==> config.mk <==
export PLATFORM = sky130hd
export DESIGN_NAME = reg_file_sb
export DESIGN_NICKNAME = d
export VERILOG_FILES = /design/src/rtl/reg_file_pkg.sv /design/src/rtl/rf_scoreboard.sv /design/src/rtl/reg_file_sb.sv
export SDC_FILE = /design/constraint.sdc
export NUM_CORES = 2
export LEC_CHECK = 0
export CAP_MARGIN = 20
export CORE_MARGIN = 3
export CORE_UTILIZATION = 40
export DETAILED_ROUTE_END_ITERATION = 6
export GPL_TIMING_DRIVEN = 0
export PLACE_DENSITY = 0.59
export SLEW_MARGIN = 20
export SYNTH_ARGS = -nofsm -noshare
export SYNTH_HDL_FRONTEND = slang
export SYNTH_SLANG_ARGS = --single-unit
==> constraint.sdc <==
create_clock -name clk -period 5.25 [get_ports clk]
set_input_delay 0.525 -clock clk [delete_from_list [all_inputs] [get_ports clk]]
set_output_delay 0.525 -clock clk [all_outputs]
set_load 0.02 [all_outputs]
==> src/rtl/reg_file_pkg.sv <==
// Shared defaults, types and constants for the integer register file.
// Optional macro REGFILE_BYPASS_EN is consumed by reg_file_sb and rf_scoreboard.
package reg_file_pkg;

    localparam int DATA_WIDTH    = 32;
    localparam int ADDRESS_WIDTH = 5;
    localparam int NUM_REGS      = 2 ** ADDRESS_WIDTH;

    typedef logic [ADDRESS_WIDTH-1:0] reg_addr_t;
    typedef logic [DATA_WIDTH-1:0]    reg_data_t;
    typedef logic [NUM_REGS-1:0]      pending_vec_t;

    // Architectural zero register: never written, never pending.
    localparam reg_addr_t ZERO_REG = '0;

endpackage

==> src/rtl/rf_scoreboard.sv <==
// Pending-write scoreboard: one bit per register, set at issue, cleared at
// writeback, wiped by flush. Provides per-read-port hazard lookup.
// With REGFILE_BYPASS_EN a same-cycle writeback masks the looked-up bit.
module rf_scoreboard
    import reg_file_pkg::*;
#(
    parameter int ADDRESS_WIDTH = reg_file_pkg::ADDRESS_WIDTH,
    parameter int NUM_RD        = 2,
    parameter int NUM_WR        = 2
) (
    input  logic                                 clk,
    input  logic                                 rst_n,
    input  logic                                 iss_valid,
    input  logic [ADDRESS_WIDTH-1:0]             iss_addr,
    input  logic                                 flush,
    input  logic [NUM_WR-1:0]                    wr_en,
    input  logic [NUM_WR-1:0][ADDRESS_WIDTH-1:0] wr_addr,
    input  logic [NUM_RD-1:0][ADDRESS_WIDTH-1:0] rd_addr,
    output logic [NUM_RD-1:0]                    rd_pending,
    output logic                                 any_pending
);

    localparam int REG_COUNT = 2 ** ADDRESS_WIDTH;

    logic [REG_COUNT-1:0] pending_reg;
    logic [REG_COUNT-1:0] pending_next;

    genvar gi;
    generate
        for (gi = 0; gi < REG_COUNT; gi++) begin : g_bit
            if (gi == 0) begin : g_zero
                assign pending_next[gi] = 1'b0;
            end else begin : g_live
                logic wb_hit;
                logic set_hit;

                // Any enabled write port retiring into this register
                always_comb begin
                    wb_hit = 1'b0;
                    for (int p = 0; p < NUM_WR; p++) begin
                        if (wr_en[p] && wr_addr[p] == ADDRESS_WIDTH'(gi)) begin
                            wb_hit = 1'b1;
                        end
                    end
                end

                assign set_hit = iss_valid && (iss_addr == ADDRESS_WIDTH'(gi));

                // Flush beats issue; issue (newer producer) beats writeback
                assign pending_next[gi] = flush   ? 1'b0 :
                                          set_hit ? 1'b1 :
                                          wb_hit  ? 1'b0 : pending_reg[gi];
            end
        end
    endgenerate

    // Pending vector register with asynchronous clear
    always_ff @(posedge clk or negedge rst_n) begin
        if (!rst_n) begin
            pending_reg <= '0;
        end else begin
            pending_reg <= pending_next;
        end
    end

    assign any_pending = |pending_reg;

    generate
        for (gi = 0; gi < NUM_RD; gi++) begin : g_rd
`ifdef REGFILE_BYPASS_EN
            logic byp_hit;

            // A same-cycle writeback to the addressed register resolves the hazard
            always_comb begin
                byp_hit = 1'b0;
                for (int p = 0; p < NUM_WR; p++) begin
                    if (wr_en[p] && wr_addr[p] == rd_addr[gi]) begin
                        byp_hit = 1'b1;
                    end
                end
            end

            assign rd_pending[gi] = pending_reg[rd_addr[gi]] & ~byp_hit;
`else
            assign rd_pending[gi] = pending_reg[rd_addr[gi]];
`endif
        end
    endgenerate

endmodule

==> src/rtl/reg_file_sb.sv <==
// Multi-port integer register file with pending-write scoreboard.
// Register 0 reads as zero; highest-indexed write port wins on conflict.
// Optional macro REGFILE_BYPASS_EN: write-first read ports (not debug port).
module reg_file_sb
    import reg_file_pkg::*;
#(
    parameter int DATA_WIDTH    = reg_file_pkg::DATA_WIDTH,
    parameter int ADDRESS_WIDTH = reg_file_pkg::ADDRESS_WIDTH,
    parameter int NUM_RD        = 2,
    parameter int NUM_WR        = 2
) (
    input  logic                                 clk,
    input  logic                                 rst_n,
    input  logic [NUM_RD-1:0][ADDRESS_WIDTH-1:0] rd_addr,
    output logic [NUM_RD-1:0][DATA_WIDTH-1:0]    rd_data,
    output logic [NUM_RD-1:0]                    rd_pending,
    input  logic [NUM_WR-1:0]                    wr_en,
    input  logic [NUM_WR-1:0][ADDRESS_WIDTH-1:0] wr_addr,
    input  logic [NUM_WR-1:0][DATA_WIDTH-1:0]    wr_data,
    input  logic                                 iss_valid,
    input  logic [ADDRESS_WIDTH-1:0]             iss_addr,
    input  logic                                 flush,
    output logic                                 any_pending,
    input  logic [ADDRESS_WIDTH-1:0]             testRegAddress,
    output logic [DATA_WIDTH-1:0]                testRegData
);

    localparam int                       REG_COUNT = 2 ** ADDRESS_WIDTH;
    localparam logic [ADDRESS_WIDTH-1:0] ZERO_ADDR = ADDRESS_WIDTH'(ZERO_REG);

    logic [DATA_WIDTH-1:0] regs_reg  [REG_COUNT];
    logic [DATA_WIDTH-1:0] regs_next [REG_COUNT];

    // Apply write ports in ascending order so the highest index wins
    always_comb begin
        regs_next = regs_reg;
        for (int p = 0; p < NUM_WR; p++) begin
            if (wr_en[p] && wr_addr[p] != ZERO_ADDR) begin
                regs_next[wr_addr[p]] = wr_data[p];
            end
        end
    end

    // Register storage with asynchronous clear; entry 0 is never written
    always_ff @(posedge clk or negedge rst_n) begin
        if (!rst_n) begin
            for (int r = 0; r < REG_COUNT; r++) begin
                regs_reg[r] <= '0;
            end
        end else begin
            regs_reg <= regs_next;
        end
    end

    genvar gi;
    generate
        for (gi = 0; gi < NUM_RD; gi++) begin : g_rd
            logic [DATA_WIDTH-1:0] rd_value;

            // Stored value, optionally overridden by a same-cycle write
            always_comb begin
                rd_value = regs_reg[rd_addr[gi]];
`ifdef REGFILE_BYPASS_EN
                // Bypass held off during reset so reads stay zero
                for (int p = 0; p < NUM_WR; p++) begin
                    if (rst_n && wr_en[p] && wr_addr[p] == rd_addr[gi] &&
                        rd_addr[gi] != ZERO_ADDR) begin
                        rd_value = wr_data[p];
                    end
                end
`endif
            end

            assign rd_data[gi] = rd_value;
        end
    endgenerate

    assign testRegData = regs_reg[testRegAddress];

    rf_scoreboard #(
        .ADDRESS_WIDTH (ADDRESS_WIDTH),
        .NUM_RD        (NUM_RD),
        .NUM_WR        (NUM_WR)
    ) u_scoreboard (
        .clk         (clk),
        .rst_n       (rst_n),
        .iss_valid   (iss_valid),
        .iss_addr    (iss_addr),
        .flush       (flush),
        .wr_en       (wr_en),
        .wr_addr     (wr_addr),
        .rd_addr     (rd_addr),
        .rd_pending  (rd_pending),
        .any_pending (any_pending)
    );

endmodule
==> results summary <==
The worst pin sits at a relative slew slack of under 10%. The number of max-slew violations in the final report came out at 0. The count of mapped cells out of synthesis is 6564. In this run the horizontal extent of the chip is roughly 430 µm.

The number of top-level pins came out at around 200. Ranked by instance count, the synthesized netlist is headed by sky130_fd_sc_hd__dfrtp_1 (1055), sky130_fd_sc_hd__mux4_2 (774), sky130_fd_sc_hd__mux2i_1 (745). The sum of routed wire length over all layers came out at 470 mm. Data on the critical path is required at its endpoint by ~4.7 ns. The buffer cell driving the clock tree root is sky130_fd_sc_hd__clkbuf_16. Of the cells placed in the final design, the portion with a size suffix greater than 1 is between 20 and 25%.

The worst register-to-register path begins at regs_reg[873]. The run finished, with violations left. The capturing point of the worst reg2reg path is regs_reg[873]. The first-iteration detailed-routing DRC count came out at between 10k and 15k. The number of failing hold endpoints at the final stage is 0.

The initial antenna violation count is between 40 and 50. The worst endpoint data arrival time came out at a little over 5 ns. The core region is approximately 180000 µm².

TritonCTS built the clock tree. The number of nets in the synthesized netlist is around 6.7k. By area the synthesized netlist is led by sky130_fd_sc_hd__dfrtp_1 (37%), sky130_fd_sc_hd__mux4_2 (25%), sky130_fd_sc_hd__mux2i_1 (10%). The cell-internal power came out at a little over 20 mW. Setup repair after global routing could not meet its margin everywhere. The weighted congestion at the end of routability-driven global placement came out at approximately 1.1. After detailed routing, the number of vias per cell comes to 7.67. The H-tree was split into 4 levels. The post-CTS setup repair buffer count came out at 0. The Yosys step of the flow raised 0 warnings. Among all flip-flop cells after synthesis, the most frequent one is sky130_fd_sc_hd__dfrtp_1. The remaining design rule violation count is 20. The power density normalized to cell area is approximately 390 nW/µm².

The area share of the largest cell type after synthesis is 37.1%. The floorplan step set the die height to ~430 µm. The largest total area in the synthesized netlist belongs to sky130_fd_sc_hd__dfrtp_1. The power consumption came out at 31.3 mW. The worst setup path is captured at an output port.

The share of the yosys chip area belonging to registers came out at approximately 37%. The flip-flop and latch count after synthesis is around 1.1k. The final net count came out at around 7k.

No sink is reached through more buffers than the 3 on the longest clock path. The HPWL reported at the end of detailed placement came out at 327 mm. In this run, flip-flops and latches consume around 39% of the power.

The final setup violation count came out at 30. The peak fanout along the critical path came out at 10. The final clock period utilization by the worst path came out at 107%.

The post-route minimum period came out at roughly 5.6 ns. The switching share of power is 34.8%. The max-cap check violation count is 0. Clock tree synthesis inserted a total of approximately 140 buffers.

The number of global-route vias before repair is about 67k. The post-route worst setup slack is -0.391 ns. The starting utilization of the core area is approximately two fifths.

The worst register-to-register path has a setup slack of between 4 and 5 ns. The number of iterations in the first detailed-routing pass came out at 7. The clock network burns approximately a third of the power.

In this run the tool buffered the top-level ports with between 150 and 200 buffer cells. The per-cell routed wire length is between 50 and 60 µm. The static leakage came out at around 33 nW. The total routing resource utilization after global routing is between 50% and 60%. The fill cell total of the finished layout is between 15k and 20k.

The number of distinct library cells after synthesis came out at 58. The register with the most flip-flops in the layout has ~1.0k of them. The mapped cell area is 71100 µm². The most common cell in the synthesized netlist is sky130_fd_sc_hd__dfrtp_1. Entering global routing, the biggest net connects between 100 and 150 pins. At the pin with the least slew margin, the transition time is 1.41 ns.

The met3 track demand over resource in global routing is 25.6%. Clock-pin slew was measured on the worst setup and hold paths at approximately 0.060 ns. The maximum frequency from static timing analysis is approximately 180 MHz. The switching power of the nets came out at approximately 11 mW. The cell depth of the worst flop-to-flop path is 2.

The area growth from synthesis to layout is 14.5%. The capturing instance or port of the critical path is testRegData[9]. The clock latency on the worst-skew pair is between 0.8 and 0.9 ns. The portion of total power attributed to combinational logic is between 20% and 30%. The met1 track demand over resource is about three fifths.

STA classifies the critical path startpoint as an input pin. The worst setup path is of the input pin to output port kind. For this run, global-route usage on met2 was measured as 66.9%. The TritonCTS sink count is about 1.1k.

The number of enable flip-flop cells after synthesis came out at 0. The total global routing overflow is 0. For the final routed database, the setup TNS stands at -3.09 ns. Each instance of the synthesized netlist takes up on average between 10 and 15 µm². The worst hold-check path type is input pin to asynchronous set/reset pin.

The detail route stage leaves a number of antenna-violating nets equal to 0. The die covers 183000 µm². The maximum resistive drop on vdd is approximately 0.00027 V. The global routing stage identified its most utilized layer as met2. The floorplan row count came out at 154. For this run, asynchronously set or reset flops after synthesis account for 100%.

The setup clock skew after layout came out at 0 ns. The final reports fail on design-rule violations, negative setup slack. In this run the worst setup path begins at testRegAddress[2]. The first-pass GRT wire length came out at 613 mm.

The detailed-route via count is about 72k.
==> per-layer routing <==
metal	vias up	share of wire (%)	wire [µm]
met5	-	0.21	998
met4	30	11	51800
met3	2345	16	75700
met2	7817	39	183000
met1	36100	34	159000
li1	25700	-	-
==> timing repair <==
| item | in CTS | in global routing |
|---|---|---|
| setup endpoints to repair | 2 | 6 |
| resized for setup | 4 | 17 |
| hold endpoints to repair | 100 | 0 |
| hold buffers | 1 | 0 |
==> final cells by class <==
| type | instances | area, µm² | share of cell area, % |
|---|---|---|---|
| Antenna cell | 36 | 90.1 | 0.111 |
| Buffer | 831 | 3980 | 4.89 |
| Clock buffer | 201 | 4060 | 4.99 |
| Clock inverter | 33 | 442 | 0.543 |
| Inverter | 2 | 7.51 | 0.00922 |
| Multi-Input combinational cell | 4676 | 41000 | 50.4 |
| Sequential cell | 1055 | 26400 | 32.4 |
| Tap cell | 2340 | 2930 | 3.60 |
| Timing Repair Buffer | 218 | 2500 | 3.07 |
==> how the worst min path moves through the flow <==
stage	from	slack, ns	cells after the start	endpoint
floorplan	rst_n	0.23	0	regs_reg[0]
global placement	regs_reg[1003]	0.48	1	regs_reg[1003]
detailed placement	rst_n	0.47	1	regs_reg[121]
CTS	rst_n	0.27	2	regs_reg[121]
global route	wr_addr[0]	0.27	3	regs_reg[458]
finish	rst_n	0.22	2	regs_reg[121]
==> worst max-delay path, cell delays in order <==
cell and delay [ns]:
sky130_fd_sc_hd__clkdlybuf4s50_1 0.78, sky130_fd_sc_hd__clkbuf_2 0.61, sky130_fd_sc_hd__clkbuf_1 1.08, sky130_fd_sc_hd__mux4_2 0.41
sky130_fd_sc_hd__o22ai_1 0.10, sky130_fd_sc_hd__nor4_1 0.79, sky130_fd_sc_hd__clkdlybuf4s50_1 0.76
==> metrics by stage <==
| step | hold WS (ns) | cells | util [%] | worst slack, ns | cell area [µm²] |
|---|---|---|---|---|---|
| 6_report | 0.225 | 9392 | 46.1 | -0.391 | 81400 |
| 5_1_grt | 0.266 | 9362 | 46.1 | -0.0131 | 81300 |
| 4_1_cts | 0.271 | 9350 | 46.0 | 0.000879 | 81200 |
| 3_5_place_dp | 0.474 | 9115 | 43.4 | -0.0533 | 76600 |
| 3_3_place_gp | 0.476 | 9092 | 43.0 | -48.70 | 75900 |
| 2_1_floorplan | 0.229 | 6564 | - | 2.55 | 71100 |
==> logic make-up (layout without fill, tap and decap cells) <==
group | after synthesis | after routing | share of synthesized area (%)
simple gates | 1542 | 1542 | 9.40
other cells | 0 | 36 | 0
compound gates | 1607 | 1607 | 13.0
flops | 1055 | 1055 | 37.1
buf+inv | 833 | 1285 | 5.29
mux | 1527 | 1527 | 35.1
==> cell usage in the layout, fill, tap and decap left out, drive strengths merged, types with 24 or more instances in the layout <==
master,count
mux2i,745
nand3,24
buf,342
a31oi,59
mux4,774
clkbuf,718
a21oi,462
a32oi,64
o21ai,472
clkdlybuf4s50,187
dfrtp,1055
nor2,626
nand2,661
nor4,105
diode,36
a22oi,150
o22ai,384
==> power groups by stage <==
stage	sequential [mW]	combinational [mW]	clock, mW
after global placement	12.2	8.54	0
after global routing	12.5	9.43	10.1
after CTS	12.1	8.75	9.77
final	12.3	9.09	9.93
after floorplan	11.6	6.20	0
after detailed placement	12.3	8.73	0
Power figures use the tool's default switching activity.
